### src/rtl/bram_stream_loader_pkg.sv
// bram_stream_loader_pkg: loader FSM state encoding
package bram_stream_loader_pkg;
  localparam logic [1:0] S_IDLE  = 2'd0;
  localparam logic [1:0] S_LOAD  = 2'd1;
  localparam logic [1:0] S_DRAIN = 2'd2;
  localparam logic [1:0] S_DONE  = 2'd3;
endpackage

### src/rtl/bram_stream_loader_if.sv
// bram_stream_loader_if: AXI-Stream word channel feeding the loader
interface bram_stream_loader_if #(parameter int WIDTH = 16);
  logic [WIDTH-1:0] tdata;
  logic tvalid;
  logic tready;
  logic tlast;
  modport master (output tdata, tvalid, tlast, input tready);
  modport slave (input tdata, tvalid, tlast, output tready);
endinterface

### src/rtl/bram_stream_loader_bank_write_demux.sv
// bram_stream_loader_bank_write_demux: registered one-hot port-A strobe, unselected lanes hold addr/data
module bram_stream_loader_bank_write_demux #(
  parameter int BANKS = 4,
  parameter int WIDTH = 16,
  parameter int ADDR = 8,
  parameter int WE = 2,
  parameter int BW = 2
) (
  input  logic clk,
  input  logic rst,
  input  logic i_wr,
  input  logic [BW-1:0] i_bank,
  input  logic [ADDR-1:0] i_addr,
  input  logic [WIDTH-1:0] i_data,
  output logic [BANKS-1:0] o_ena,
  output logic [BANKS*WE-1:0] o_wea,
  output logic [BANKS*ADDR-1:0] o_addra,
  output logic [BANKS*WIDTH-1:0] o_dina
);
  logic [BANKS-1:0] r_ena, w_sel;
  logic [BANKS-1:0][WE-1:0] r_wea;
  logic [BANKS-1:0][ADDR-1:0] r_addra;
  logic [BANKS-1:0][WIDTH-1:0] r_dina;
  for (genvar i = 0; i < BANKS; i++) begin : g_sel
    assign w_sel[i] = i_wr && i_bank == BW'(i);
  end
  always_ff @(posedge clk or posedge rst)
    if (rst) begin
      r_ena <= '0;
      r_wea <= '0;
      r_addra <= '0;
      r_dina <= '0;
    end else begin
      r_ena <= w_sel;
      for (int b = 0; b < BANKS; b++) begin
        r_wea[b] <= {WE{w_sel[b]}};
        if (w_sel[b]) begin
          r_addra[b] <= i_addr;
          r_dina[b] <= i_data;
        end
      end
    end
  assign o_ena = r_ena;
  assign o_wea = r_wea;
  assign o_addra = r_addra;
  assign o_dina = r_dina;
endmodule

### src/rtl/bram_stream_loader.sv
// bram_stream_loader: writes a word stream round-robin across BANKS BRAM port-A lanes, one row per BANKS words
module bram_stream_loader
  import bram_stream_loader_pkg::*;
#(
  parameter int BANKS = 4,
  parameter int WIDTH = 16,
  parameter int DEPTH = 256,
  parameter int ADDR = $clog2(DEPTH),
  parameter int WE = WIDTH / 8
) (
  input  logic clk,
  input  logic rst,
  input  logic start,
  input  logic [ADDR-1:0] base_addr,
  input  logic [ADDR:0] length,
  bram_stream_loader_if.slave s_axis,
  output logic [BANKS-1:0] ena,
  output logic [BANKS*WE-1:0] wea,
  output logic [BANKS*ADDR-1:0] addra,
  output logic [BANKS*WIDTH-1:0] dina,
  output logic busy,
  output logic done,
  output logic err
);
  localparam int BW = BANKS > 1 ? $clog2(BANKS) : 1;
  localparam logic [ADDR:0] L_DEPTH = (ADDR+1)'(DEPTH);
  logic [1:0] r_state;
  logic [ADDR-1:0] r_base, r_row, w_addr;
  logic [ADDR:0] r_len, w_sum;
  logic [BW-1:0] r_bank;
  logic r_done, r_err, w_hs, w_last_bank, w_final, w_end;
  assign s_axis.tready = r_state == S_LOAD;
  assign w_hs = s_axis.tvalid & s_axis.tready;
  assign w_last_bank = r_bank == BW'(BANKS - 1);
  assign w_final = w_last_bank && {1'b0, r_row} == r_len - 1'b1;
  assign w_end = w_hs & (w_final | s_axis.tlast);
  assign w_sum = {1'b0, r_base} + {1'b0, r_row};
  assign w_addr = ADDR'(w_sum >= L_DEPTH ? w_sum - L_DEPTH : w_sum);
  assign busy = r_state != S_IDLE && !r_done;
  assign done = r_done;
  assign err = r_err;
  // an empty load lingers one extra cycle in DONE so done lands two cycles after start
  always_ff @(posedge clk or posedge rst)
    if (rst) begin
      r_state <= S_IDLE;
      r_base <= '0;
      r_len <= '0;
      r_row <= '0;
      r_bank <= '0;
      r_done <= 1'b0;
      r_err <= 1'b0;
    end else begin
      r_done <= r_state == S_DRAIN || (r_state == S_DONE && r_len == '0 && !r_done);
      case (r_state)
        S_IDLE: if (start) begin
          r_state <= length == '0 ? S_DONE : S_LOAD;
          r_base <= base_addr;
          r_len <= length > L_DEPTH ? L_DEPTH : length;
          r_row <= '0;
          r_bank <= '0;
          r_err <= 1'b0;
        end
        S_LOAD: if (w_hs) begin
          r_bank <= w_last_bank ? '0 : r_bank + 1'b1;
          r_row <= w_last_bank ? r_row + 1'b1 : r_row;
          if (s_axis.tlast != w_final) r_err <= 1'b1;
          if (w_end) r_state <= S_DRAIN;
        end
        S_DRAIN: r_state <= S_DONE;
        default: if (r_done) r_state <= S_IDLE;
      endcase
    end
  bram_stream_loader_bank_write_demux #(
    .BANKS(BANKS), .WIDTH(WIDTH), .ADDR(ADDR), .WE(WE), .BW(BW)
  ) u_demux (
    .clk(clk),
    .rst(rst),
    .i_wr(w_hs),
    .i_bank(r_bank),
    .i_addr(w_addr),
    .i_data(s_axis.tdata),
    .o_ena(ena),
    .o_wea(wea),
    .o_addra(addra),
    .o_dina(dina)
  );
endmodule

### src/flat_wrapper.sv
// flat-port wrapper written by rule: the top's interface ports become plain ports
module bram_stream_loader_flat import bram_stream_loader_pkg::*;
#(
  parameter int BANKS = 4,
  parameter int WIDTH = 16,
  parameter int DEPTH = 256,
  parameter int ADDR = $clog2(DEPTH),
  parameter int WE = WIDTH / 8
)
  (clk, rst, start, base_addr, length, ena, wea, addra, dina, busy, done, err, s_axis_tdata, s_axis_tvalid, s_axis_tlast, s_axis_tready);
  bram_stream_loader_if #(.WIDTH(WIDTH)) s_axis_i ();
  input  logic clk;
  input  logic rst;
  input  logic start;
  input  logic [ADDR-1:0] base_addr;
  input  logic [ADDR:0] length;
  output logic [BANKS-1:0] ena;
  output logic [BANKS*WE-1:0] wea;
  output logic [BANKS*ADDR-1:0] addra;
  output logic [BANKS*WIDTH-1:0] dina;
  output logic busy;
  output logic done;
  output logic err;
  input wire logic [$bits(s_axis_i.tdata)-1:0] s_axis_tdata;
  input wire logic [$bits(s_axis_i.tvalid)-1:0] s_axis_tvalid;
  input wire logic [$bits(s_axis_i.tlast)-1:0] s_axis_tlast;
  output wire logic [$bits(s_axis_i.tready)-1:0] s_axis_tready;
  assign s_axis_i.tdata = s_axis_tdata;
  assign s_axis_i.tvalid = s_axis_tvalid;
  assign s_axis_i.tlast = s_axis_tlast;
  assign s_axis_tready = s_axis_i.tready;
  bram_stream_loader #(.BANKS(BANKS), .WIDTH(WIDTH), .DEPTH(DEPTH), .ADDR(ADDR), .WE(WE)) u_core (.clk(clk), .rst(rst), .start(start), .base_addr(base_addr), .length(length), .s_axis(s_axis_i), .ena(ena), .wea(wea), .addra(addra), .dina(dina), .busy(busy), .done(done), .err(err));
endmodule
### config.mk
export PLATFORM = sky130hd
export DESIGN_NAME = bram_stream_loader_flat
export DESIGN_NICKNAME = d
export VERILOG_FILES = /design/src/rtl/bram_stream_loader_pkg.sv /design/src/rtl/bram_stream_loader_if.sv /design/src/rtl/bram_stream_loader_bank_write_demux.sv /design/src/rtl/bram_stream_loader.sv /design/src/flat_wrapper.sv
export SDC_FILE = /design/constraint.sdc
export NUM_CORES = 1
export LEC_CHECK = 0
export ABC_AREA = 1
export CAP_MARGIN = 15
export CORE_ASPECT_RATIO = 1.2
export CORE_MARGIN = 3
export CORE_UTILIZATION = 44
export DETAILED_ROUTE_END_ITERATION = 8
export PLACE_DENSITY = 0.75
export REMOVE_ABC_BUFFERS = 1
export SLEW_MARGIN = 30
export SYNTH_ARGS = -nofsm -noshare
export SYNTH_HDL_FRONTEND = slang
export SYNTH_SLANG_ARGS = --single-unit
export TNS_END_PERCENT = 50
### constraint.sdc
create_clock -name clk -period 3.5 [get_ports clk]
set_input_delay 0.35 -clock clk [delete_from_list [all_inputs] [get_ports clk]]
set_output_delay 0.35 -clock clk [all_outputs]
set_load 0.005 [all_outputs]
==> summary.txt, run 1 <==
Timing
  – Transition time of the tightest slew-check pin: 0.8455 ns
  – Hold Vio Cnt, Final: 0
  – Slew Limit Headroom: 43.43%
  – Highest achievable clock rate: 431.2 MHz
  – Setup TNS: 0 ns
  – Min Hold Slack: 0.4633 ns
  – Setup repair after global routing missed its margin: no
  – Clock period minus worst slack: 2.319 ns
  – Final Max Tran Viols: 0
  – Fin crit share: 66.26%
  – Setup ws final: 1.181 ns
  – Worst setup skew after layout: 0.008645 ns
  – Setup violations, final: 0

Flow run
  – Max-capacitance violation count: 0

Yosys
  – Basic-gate share of the synthesized area counting and, or, nand and nor cells: 19.98%
  – Main combinational cell family by area after synthesis: simple AND/OR/NAND/NOR gates
  – Mux cell area share after synthesis: 0%
  – Mapped Area: 5892 µm²
  – Post-synthesis share of cell area spent on full adders, half adders and majority gates: 4.162%
  – Number of library cell types mapped by synthesis: 32
  – Area fraction in compound gates after synthesis: 10.81%
  – Mean post-synth cell area: 8.833 µm²
  – Synth Instances: 667
  – Sequential cell area fraction in the yosys report: 55.64%
  – Xor and xnor fraction of the mapped netlist area: 1.635%
  – FF+latch count, synth: 131
  – Yosys synthesis warning count: 0

Layout
  – Layout overhead on the synthesized area: 36.93%
  – Commonest non-fill, non-tap cells in the layout: sky130_fd_sc_hd__nand2_1 (204), sky130_fd_sc_hd__clkdlybuf4s50_1 (149), sky130_fd_sc_hd__dfrtp_1 (131), sky130_fd_sc_hd__o21ai_0 (86), sky130_fd_sc_hd__inv_1 (70)
  – Share of final-layout standard cells stronger than drive strength 1: 6.212%
  – Count of filler cells inserted in the layout: 1017
  – Most common library cell in the layout ignoring fill and taps: sky130_fd_sc_hd__nand2_1
  – Post-route design area: 8068 µm²
  – Layout Nets: 866
  – Antenna cell count: 0

Place
  – Count of buffers from port buffering: 149
  – Last weighted congestion value of the routability-driven placer: 0.9412
  – Cell area after placement: 7441 µm²
  – Placement Setup Slack: 1.251 ns
  – HPWL after DPL: 10660 µm

Worst setup path
  – Arrival time of data at the critical path endpoint: 2.65 ns
  – Largest fanout on the critical path: 45
  – Crit Reg-Reg Startpoint: u_core.r_state[1]
  – Critical Path End Type: flip-flop
  – Critical Setup Path Class: flip-flop to flip-flop
  – Internal reg-to-reg setup slack: 1.18 ns
  – CP Launch Type: flip-flop
  – R2R Path End: u_core.r_row[0]
  – Worst endpoint required time: 3.83 ns
  – Number of cells on the worst reg-to-reg path: 8

Routing
  – Antenna Violating Nets Remaining: 0
  – Violation count after the first detailed-routing iteration: 434
  – Top Layer Used: met4
  – Routed wire per std cell: 15.53 µm
  – Met1 wire length: 6411 µm
  – Total Wirelength: 15300 µm
  – Number of vias per cell after detailed routing: 5.195
  – Metal2 WL: 7653 µm
  – Via count: 5117
  – Amount of wire on met3 after detailed routing: 1003 µm
  – Drt first pass iters: 7
  – DRC violation count after routing: 0

Floorplanning
  – Cell Rows: 45
  – Overall die height: 132.8 µm
  – Number of ports placed on the die boundary: 150
  – CORE AREA: 12890 µm²
  – Die area: 14820 µm²
  – Effective utilization at floorplan: 45.70%
  – X dimension of the die: 111.6 µm

Clocking
  – Clock-pin slew reported for the worst setup and hold paths after clock tree synthesis: 0.06 ns
  – Setup repair bufs after CTS: 0
  – Root Buffer: sky130_fd_sc_hd__clkbuf_16
  – Number of sinks handled by clock tree synthesis: 131
  – Number of buffers inserted by hold repair at cts: 0
  – H-Tree Level Count: 4
  – CTS tree: yes
  – Number of clock buffers inserted by TritonCTS: 17
  – CTS-repair resized insts: 0
  – Maximum buffer depth of the clock tree: 2
  – Insertion delay to the later sink of the worst-skew pair: 0.41 ns

Global routing
  – All-Layer GR Usage: 21.23%
  – Number of global-route vias before repair: 5019
  – Pin count of the biggest net entering global routing: 69
  – GRT Residual Overflow: 0
  – Initial antenna violation count: 0
  – First-pass GRT wire length: 25500 µm

Worst hold path
  – Worst Hold Class: input pin to asynchronous set/reset pin

Pwr
  – Total Power Consumption: 6.819 mW
  – Peak supply drop: 0.4012 mV
  – P_leak: 3.909 nW
  – Power density normalized to cell area: 845.2 nW/µm²

Run status
  – Status: finished clean
## synth_stat cells, drive strengths merged
library cell  count  area share (%)
nor2             19             1.3
inv              76             4.9
o21ai           102             8.9
a22oi             1            0.13
nand3            40             3.5
o31ai             1            0.13
nor3              5            0.51
ha               18             3.8
xnor2             5            0.74
nand3b            2            0.25
dfrtp           131              56
a21oi            10             1.0
nand2           211              14
fa                1            0.34
nand4             7            0.74
o21bai            2            0.25
o22ai             2            0.21
a21boi            1            0.13
buf              27             2.9
xor2              6            0.89
## stage by stage
step | util [%] | std cells
3_5_place_dp | 57.71 | 954
4_1_cts | 62.57 | 985
3_3_place_gp | 57.71 | 954
5_1_grt | 62.57 | 985
2_1_floorplan | - | 640
6_report | 62.57 | 985
## worst max-delay path by stage
stage / startpoint / endpoint
after floorplan: rst / u_core.done
after global placement: u_core.r_state[1] / u_core.r_row[0]
after detailed placement: u_core.r_state[1] / u_core.r_row[0]
after CTS: u_core.r_state[1] / s_axis_tready
after global routing: u_core.r_state[1] / u_core.r_row[0]
final: u_core.r_state[1] / u_core.r_row[0]
## critical path: stages (launching register included)
cell and delay [ns]:
sky130_fd_sc_hd__dfrtp_1 0.41, sky130_fd_sc_hd__inv_1 0.09, sky130_fd_sc_hd__ha_1 0.41, sky130_fd_sc_hd__nand2_1 0.11
sky130_fd_sc_hd__inv_2 0.13, sky130_fd_sc_hd__nand2_2 0.49, sky130_fd_sc_hd__inv_2 0.35, sky130_fd_sc_hd__a21oi_1 0.11
sky130_fd_sc_hd__a21oi_1 0.13
## report_power, final
group          switching, mW  leakage [nW]  total [mW]  internal, mW
sequential             0.371          1.72        2.43          2.06
clock                  0.683         0.301        1.88          1.20
combinational           1.25          1.89        2.51          1.26
## logic make-up after synthesis
kind of cell               Yosys count
AOI/OAI and AO/OA                  119
xor gates and xnor gates            11
adders and majority gates           19
buffers and inverters              103
DFF                                131
and+or+nand+nor                    284
## sequential cells by signal (all words and copies together) (netlist names)
signal / flops
u_core.done: 1
u_core.err: 1
u_core.r_bank: 2
u_core.r_base: 8
u_core.r_len: 9
u_core.r_row: 8
u_core.r_state: 2
u_core.u_demux.o_addra: 32
u_core.u_demux.o_dina: 64
u_core.u_demux.o_ena: 4
## area by class of cell
| type | count | area (µm²) | share of cell area [%] |
|---|---|---|---|
| timing repair buffer | 150 | 1511 | 18.73 |
| sequential | 131 | 3278 | 40.63 |
| multi-input combinational | 433 | 2156 | 26.72 |
| clock inverter | 14 | 201.4 | 2.497 |
| tap | 164 | 205.2 | 2.543 |
| clock buffer | 17 | 425.4 | 5.273 |
| inverter | 76 | 290.3 | 3.598 |
## per-layer routing
metal  global-route usage (%)  up-vias
li1                         -     2410
met1                    26.69     2484
met2                    36.30      200
met3                    5.261       23
met4                    6.288        0
met5                        0        -
Note: power is estimated with default switching activity, not from simulation.
==> inputs of run 2 (changes only) <==
--- a/config.mk
+++ b/config.mk
@@ -9,9 +9,9 @@
 export CAP_MARGIN = 15
 export CORE_ASPECT_RATIO = 1.2
 export CORE_MARGIN = 3
-export CORE_UTILIZATION = 44
+export CORE_UTILIZATION = 49
 export DETAILED_ROUTE_END_ITERATION = 8
-export PLACE_DENSITY = 0.75
+export PLACE_DENSITY = 0.79
 export REMOVE_ABC_BUFFERS = 1
 export SLEW_MARGIN = 30
 export SYNTH_ARGS = -nofsm -noshare
==> constraint.sdc (replaced) <==
create_clock -name clk -period 2.3 [get_ports clk]
set_input_delay 0.23 -clock clk [delete_from_list [all_inputs] [get_ports clk]]
set_output_delay 0.23 -clock clk [all_outputs]
set_load 0.005 [all_outputs]
==> summary.txt, run 2 (synthesis results as in run 1) <==
Run status
  – Status: finished clean

Floorplanning
  – CORE AREA: 11670 µm² (-9.5%)
  – Die area: 13380 µm² (-9.7%)
  – Cell Rows: 43 (-4.4%)
  – Effective utilization at floorplan: 50.47% (+4.8 points)
  – Overall die height: 126.1 µm (-5.0%)
  – Number of ports placed on the die boundary: 150 (unchanged)
  – X dimension of the die: 106.1 µm (-5.0%)

Clocking
  – Clock-pin slew reported for the worst setup and hold paths after clock tree synthesis: 0.06 ns (about the same)
  – Number of sinks handled by clock tree synthesis: 131 (unchanged)
  – Insertion delay to the later sink of the worst-skew pair: 0.41 ns (about the same)
  – Number of buffers inserted by hold repair at cts: 0 (unchanged)
  – CTS tree: yes
  – Number of clock buffers inserted by TritonCTS: 17 (unchanged)
  – Root Buffer: sky130_fd_sc_hd__clkbuf_16
  – H-Tree Level Count: 4 (unchanged)
  – Maximum buffer depth of the clock tree: 2 (unchanged)
  – Setup repair bufs after CTS: 0 (unchanged)

Routing
  – Drt first pass iters: 5 (-2)
  – Via count: 5214 (+1.9%)
  – Routed wire per std cell: 16.01 µm (+3.0%)
  – Number of vias per cell after detailed routing: 5.261 (+1.3%)
  – DRC violation count after routing: 0 (unchanged)
  – Antenna Violating Nets Remaining: 0 (unchanged)
  – Total Wirelength: 15860 µm (+3.7%)
  – Violation count after the first detailed-routing iteration: 351 (-19%)

Timing
  – Clock period minus worst slack: 2.131 ns (-0.1877 ns)
  – Transition time of the tightest slew-check pin: 0.6297 ns (-0.2158 ns)
  – Highest achievable clock rate: 469.2 MHz (+8.8%)
  – Slew Limit Headroom: 57.97% (+15 points)
  – Worst setup skew after layout: 0.007117 ns (-0.001528 ns)
  – Final Max Tran Viols: 0 (unchanged)
  – Setup violations, final: 0 (unchanged)
  – Hold Vio Cnt, Final: 0 (unchanged)
  – Fin crit share: 92.67% (+26 points)
  – Setup ws final: 0.1686 ns (-1.012 ns)

Layout
  – Layout overhead on the synthesized area: 38.63%
  – Total area of multi-input combinational cells: 2166 µm² (+0.46%)
  – Share of final-layout standard cells stronger than drive strength 1: 8.034% (+1.8 points)
  – Layout Nets: 879 (+1.5%)
  – Sequential standard cell area: 3278 µm² (unchanged)
  – Most common library cell in the layout ignoring fill and taps: sky130_fd_sc_hd__nand2_1
  – Count of filler cells inserted in the layout: 849 (-17%)
  – Antenna cell count: 0 (unchanged)
  – Commonest non-fill, non-tap cells in the layout: sky130_fd_sc_hd__nand2_1 (204), sky130_fd_sc_hd__clkdlybuf4s50_1 (149), sky130_fd_sc_hd__dfrtp_1 (131), sky130_fd_sc_hd__o21ai_0 (86), sky130_fd_sc_hd__inv_1 (69)
  – Largest register FFs: 64 (unchanged)

Place
  – Placement Setup Slack: 0.1439 ns (-1.107 ns)
  – Count of buffers from port buffering: 149 (unchanged)
  – HPWL after DPL: 11410 µm (+7.0%)
  – Last weighted congestion value of the routability-driven placer: 0.8508 (-9.6%)

Worst setup path
  – Worst endpoint required time: 2.59 ns (-1.24 ns)
  – CP Launch Type: flip-flop
  – Largest fanout on the critical path: 5 (-89%)
  – Arrival time of data at the critical path endpoint: 2.42 ns (-0.23 ns)
  – Cells along the critical path: inv_2, ha_2, nand2_1, nand3_1, nor2_1, nand3_1, nor3_1, nand3_1, ha_1, nand2_1, nand2_1, o21ai_0, o21ai_1
  – Critical Setup Path Class: flip-flop to flip-flop
  – Critical Path End Type: flip-flop
  – Crit path max-delay cell type: sky130_fd_sc_hd__dfrtp_1
  – Largest stage delay on the critical path: 0.40 ns (-0.09 ns)

Flow run
  – Max-capacitance violation count: 0 (unchanged)

Pwr
  – Power density normalized to cell area: 1275 nW/µm² (+51%)
  – Total Power Consumption: 10.41 mW (+53%)
  – P_leak: 3.974 nW (+1.7%)
  – Peak supply drop: 0.6195 mV (+54%)

Global routing
  – First-pass GRT wire length: 25570 µm (+0.27%)
  – GRT Residual Overflow: 0 (unchanged)
  – All-Layer GR Usage: 23.95% (+2.7 points)
  – Initial antenna violation count: 0 (unchanged)
  – Pin count of the biggest net entering global routing: 42 (-39%)
  – Number of global-route vias before repair: 5226 (+4.1%)

Worst hold path
  – Worst Hold Class: input pin to asynchronous set/reset pin
-- run 2: changes by cell type in the layout (fill, tap and decap cells not counted), sizes merged --
cell,delta
clkinvlp,-2
clkinv,+4
inv,-1
buf,+13
bufinv,-1
-- run 2: path summary, 6_finish.rpt --
check,start,depth (start not counted),end,slack (ns)
setup / recovery,u_core.r_len[0],13,u_core.r_state[1],0.17
hold / removal,rst,2,u_core.u_demux.o_addra[0],0.23
setup reg to reg,u_core.r_len[0],13,u_core.r_state[1],0.17
hold reg to reg,u_core.u_demux.o_dina[58],2,u_core.u_demux.o_dina[58],0.48
max in group asynchronous,rst,3,u_core.r_len[2],1.49
min in group clk,base_addr[3],3,u_core.r_base[3],0.35
-- run 2: layout make-up --
| class | instances | share of cell area, % |
|---|---|---|
| flip-flops and latches | 131 | 40.13 |
| multi-input cells | 433 | 26.52 |
| repair buffers | 163 | 20.01 |
| clock buffers | 17 | 5.208 |
| inverters | 76 | 3.554 |
| well taps | 157 | 2.405 |
| clock inverters | 14 | 2.175 |
-- run 2: routing by layer --
metal | track usage, % | wire length [µm] | vias up
li1 | - | - | 2442
met1 | 28.46 | 6337 | 2504
met2 | 42.86 | 8166 | 238
met3 | 4.921 | 990 | 30
met4 | 8.384 | 366 | 0
met5 | 0 | 0 | -
-- run 2: metrics by stage --
stage | setup TNS, ns | util, % | instances | area [µm²] | hold slack (ns)
3_3_place_gp | 0 | 64.71 | 960 | 7555 | 0.4642
4_1_cts | 0 | 69.87 | 991 | 8158 | 0.2395
3_5_place_dp | 0 | 64.71 | 960 | 7555 | 0.4658
5_1_grt | -0.001360 | 69.96 | 991 | 8168 | 0.2775
6_report | 0 | 69.96 | 991 | 8168 | 0.2260
2_1_floorplan | -187.03 | - | 640 | 5722 | 0.3396
-- run 2: repair_timing --
action                                 in CTS  in global routing
gates resized for setup                     0                  4
setup endpoints to repair                   0                  2
endpoints found under the hold margin       0                  0
-- run 2: worst max-delay path, delay by kind of cell, from the launching register on --
kind | cells | cell delay, ns
and+or+nand+nor | 8 | 0.73
buffers and inverters | 1 | 0.10
DFF | 1 | 0.40
adders and majority gates | 2 | 0.47
AOI/OAI and AO/OA | 2 | 0.31
-- run 2: power breakdown --
group / internal, mW / switching (mW)
clock: 1.72 / 1.03
sequential: 3.13 / 0.541
combinational: 1.99 / 2.01
==> inputs of run 3 (changes only) <==
--- a/config.mk
+++ b/config.mk
@@ -11,7 +11,7 @@
 export CORE_MARGIN = 3
 export CORE_UTILIZATION = 49
 export DETAILED_ROUTE_END_ITERATION = 8
-export PLACE_DENSITY = 0.79
+export PLACE_DENSITY_LB_ADDON = 0.12
 export REMOVE_ABC_BUFFERS = 1
 export SLEW_MARGIN = 30
 export SYNTH_ARGS = -nofsm -noshare
==> summary.txt, run 3 (synthesis results as in run 1) <==
Run status
  – Status: finished clean

Place
  – HPWL after DPL: 10850 µm (-5.0%)
  – Last weighted congestion value of the routability-driven placer: 0.9014 (+5.9%)
  – Placement Setup Slack: 0.1771 ns (+0.03325 ns)
  – Count of buffers from port buffering: 149 (unchanged)

Clocking
  – H-Tree Level Count: 4 (unchanged)
  – Number of sinks handled by clock tree synthesis: 131 (unchanged)
  – CTS tree: yes
  – Number of clock buffers inserted by TritonCTS: 17 (unchanged)
  – Clock-pin slew reported for the worst setup and hold paths after clock tree synthesis: 0.06 ns (about the same)
  – Insertion delay to the later sink of the worst-skew pair: 0.41 ns (about the same)
  – Root Buffer: sky130_fd_sc_hd__clkbuf_16
  – Setup repair bufs after CTS: 0 (unchanged)
  – Maximum buffer depth of the clock tree: 2 (unchanged)

Floorplanning
  – Number of ports placed on the die boundary: 150 (unchanged)
  – CORE AREA: 11670 µm² (unchanged)
  – Overall die height: 126.1 µm (unchanged)
  – Die area: 13380 µm² (unchanged)
  – X dimension of the die: 106.1 µm (unchanged)
  – Cell Rows: 43 (unchanged)
  – Effective utilization at floorplan: 50.47% (unchanged)

Pwr
  – Power density normalized to cell area: 1239 nW/µm² (-2.8%)
  – P_leak: 3.939 nW (-0.89%)
  – Peak supply drop: 0.7097 mV (+15%)

Worst setup path
  – CP Launch Type: flip-flop
  – Critical Setup Path Class: flip-flop to flip-flop
  – Critical Path End Type: flip-flop
  – Arrival time of data at the critical path endpoint: 2.41 ns (about the same)
  – Worst endpoint required time: 2.63 ns (+0.04 ns)
  – Largest fanout on the critical path: 5 (unchanged)

Routing
  – Total Wirelength: 14590 µm (-8.0%)
  – Violation count after the first detailed-routing iteration: 296 (-16%)
  – DRC violation count after routing: 0 (unchanged)
  – Drt first pass iters: 5 (unchanged)
  – Routed wire per std cell: 14.73 µm (-7.9%)
  – Number of vias per cell after detailed routing: 5.100 (-3.1%)
  – Antenna Violating Nets Remaining: 0 (unchanged)
  – Via count: 5049 (-3.2%)

Timing
  – Highest achievable clock rate: 479.9 MHz (+2.3%)
  – Min Hold Slack: 0.2388 ns (+0.01279 ns)
  – Hold Vio Cnt, Final: 0 (unchanged)
  – Worst setup skew after layout: 0.009308 ns (+0.002191 ns)
  – Final Max Tran Viols: 0 (unchanged)
  – Slew Limit Headroom: 63.34% (+5.4 points)
  – Clock period minus worst slack: 2.084 ns (-0.04756 ns)
  – Fin crit share: 90.60% (-2.1 points)
  – Setup ws final: 0.2161 ns (+0.04756 ns)
  – Setup violations, final: 0 (unchanged)
  – Setup repair after global routing missed its margin: no
  – Transition time of the tightest slew-check pin: 0.5499 ns (-0.07982 ns)

Layout
  – Share of final-layout standard cells stronger than drive strength 1: 7.923% (-0.11 points)
  – Layout Nets: 878 (-0.11%)
  – Largest register FFs: 64 (unchanged)
  – Most common library cell in the layout ignoring fill and taps: sky130_fd_sc_hd__nand2_1
  – Antenna cell count: 0 (unchanged)
  – Commonest non-fill, non-tap cells in the layout: sky130_fd_sc_hd__nand2_1 (204), sky130_fd_sc_hd__clkdlybuf4s50_1 (149), sky130_fd_sc_hd__dfrtp_1 (131), sky130_fd_sc_hd__o21ai_0 (86), sky130_fd_sc_hd__inv_1 (69)
  – Layout overhead on the synthesized area: 37.97%

Global routing
  – All-Layer GR Usage: 22.52% (-1.4 points)
  – Number of global-route vias before repair: 4994 (-4.4%)
  – Pin count of the biggest net entering global routing: 43 (+2.4%)
  – Initial antenna violation count: 0 (unchanged)
  – First-pass GRT wire length: 24270 µm (-5.1%)
  – GRT Residual Overflow: 0 (unchanged)

Flow run
  – Max-capacitance violation count: 0 (unchanged)

Worst hold path
  – Worst Hold Class: input pin to asynchronous set/reset pin
## run 3: cell types whose count changed in the layout (fill, tap and decap cells not counted), sizes merged
cell      previous run  this run
inv                 80        77
clkinvlp             0         6
bufinv               3         2
clkinv               7         5
buf                 14        13
## run 3: final cells by class
class	instances	area (µm²)
fillers	929	3546
multi-input cells	433	2161
clock inverters	14	138.9
inverters	76	290.3
flip-flops and latches	131	3278
well taps	157	196.4
repair buffers	162	1639
clock buffers	17	425.4
## run 3: critical path, cell delays in order (launching register included)
cell                      delay, ns
sky130_fd_sc_hd__dfrtp_1       0.39
sky130_fd_sc_hd__inv_2         0.10
sky130_fd_sc_hd__ha_2          0.28
sky130_fd_sc_hd__nand2_1       0.07
sky130_fd_sc_hd__nand3_1       0.08
sky130_fd_sc_hd__nor2_1        0.10
sky130_fd_sc_hd__nand3_1       0.09
sky130_fd_sc_hd__nor3_1        0.13
sky130_fd_sc_hd__nand3_1       0.10
sky130_fd_sc_hd__ha_1          0.20
sky130_fd_sc_hd__nand2_1       0.06
sky130_fd_sc_hd__nand2_1       0.07
sky130_fd_sc_hd__nor2_2        0.14
sky130_fd_sc_hd__nand2_1       0.06
sky130_fd_sc_hd__o21ai_1       0.13
## run 3: routing by layer
layer	track usage, %	share of wire (%)	vias up
li1	-	-	2444
met1	28.28	42	2418
met2	38.87	51	171
met3	5.177	5.3	16
met4	6.555	1.3	0
met5	0	0	-
## run 3: path summary, 6_finish.rpt
path / slack (ns) / endpoint / cells after the start / start
max reg2reg: 0.22 / u_core.r_state[1] / 14 / u_core.r_len[0]
min: 0.24 / u_core.u_demux.o_dina[52] / 2 / rst
max in group asynchronous: 1.48 / u_core.u_demux.o_dina[8] / 3 / rst
min in group clk: 0.36 / u_core.r_base[7] / 3 / base_addr[7]
min reg2reg: 0.48 / u_core.u_demux.o_addra[8] / 2 / u_core.u_demux.o_addra[8]
max: 0.22 / u_core.r_state[1] / 14 / u_core.r_len[0]
## run 3: where the power goes
part / internal (mW) / switching (mW) / leakage [nW] / total, mW
clock: 1.58 / 0.968 / 0.263 / 2.55
sequential: 3.13 / 0.510 / 1.72 / 3.64
combinational: 1.98 / 1.91 / 1.96 / 3.89
total: 6.68 / 3.39 / 3.94 / 10.1
## run 3: through the flow
step / area (µm²) / TNS [ns] / total power [mW] / util, % / std cells
2_1_floorplan: 5722 / -187.03 / 5.427 / - / 640
3_3_place_gp: 7560 / 0 / 7.391 / 64.75 / 959
3_5_place_dp: 7560 / 0 / 7.551 / 64.75 / 959
4_1_cts: 8124 / 0 / 10.13 / 69.59 / 990
5_1_grt: 8129 / 0 / 10.79 / 69.63 / 990
6_report: 8129 / 0 / 10.07 / 69.63 / 990
## run 3: what timing repair did
action,CTS,global route
gates resized for setup,0,3
endpoints found under the setup margin,0,2
hold buffers,0,0
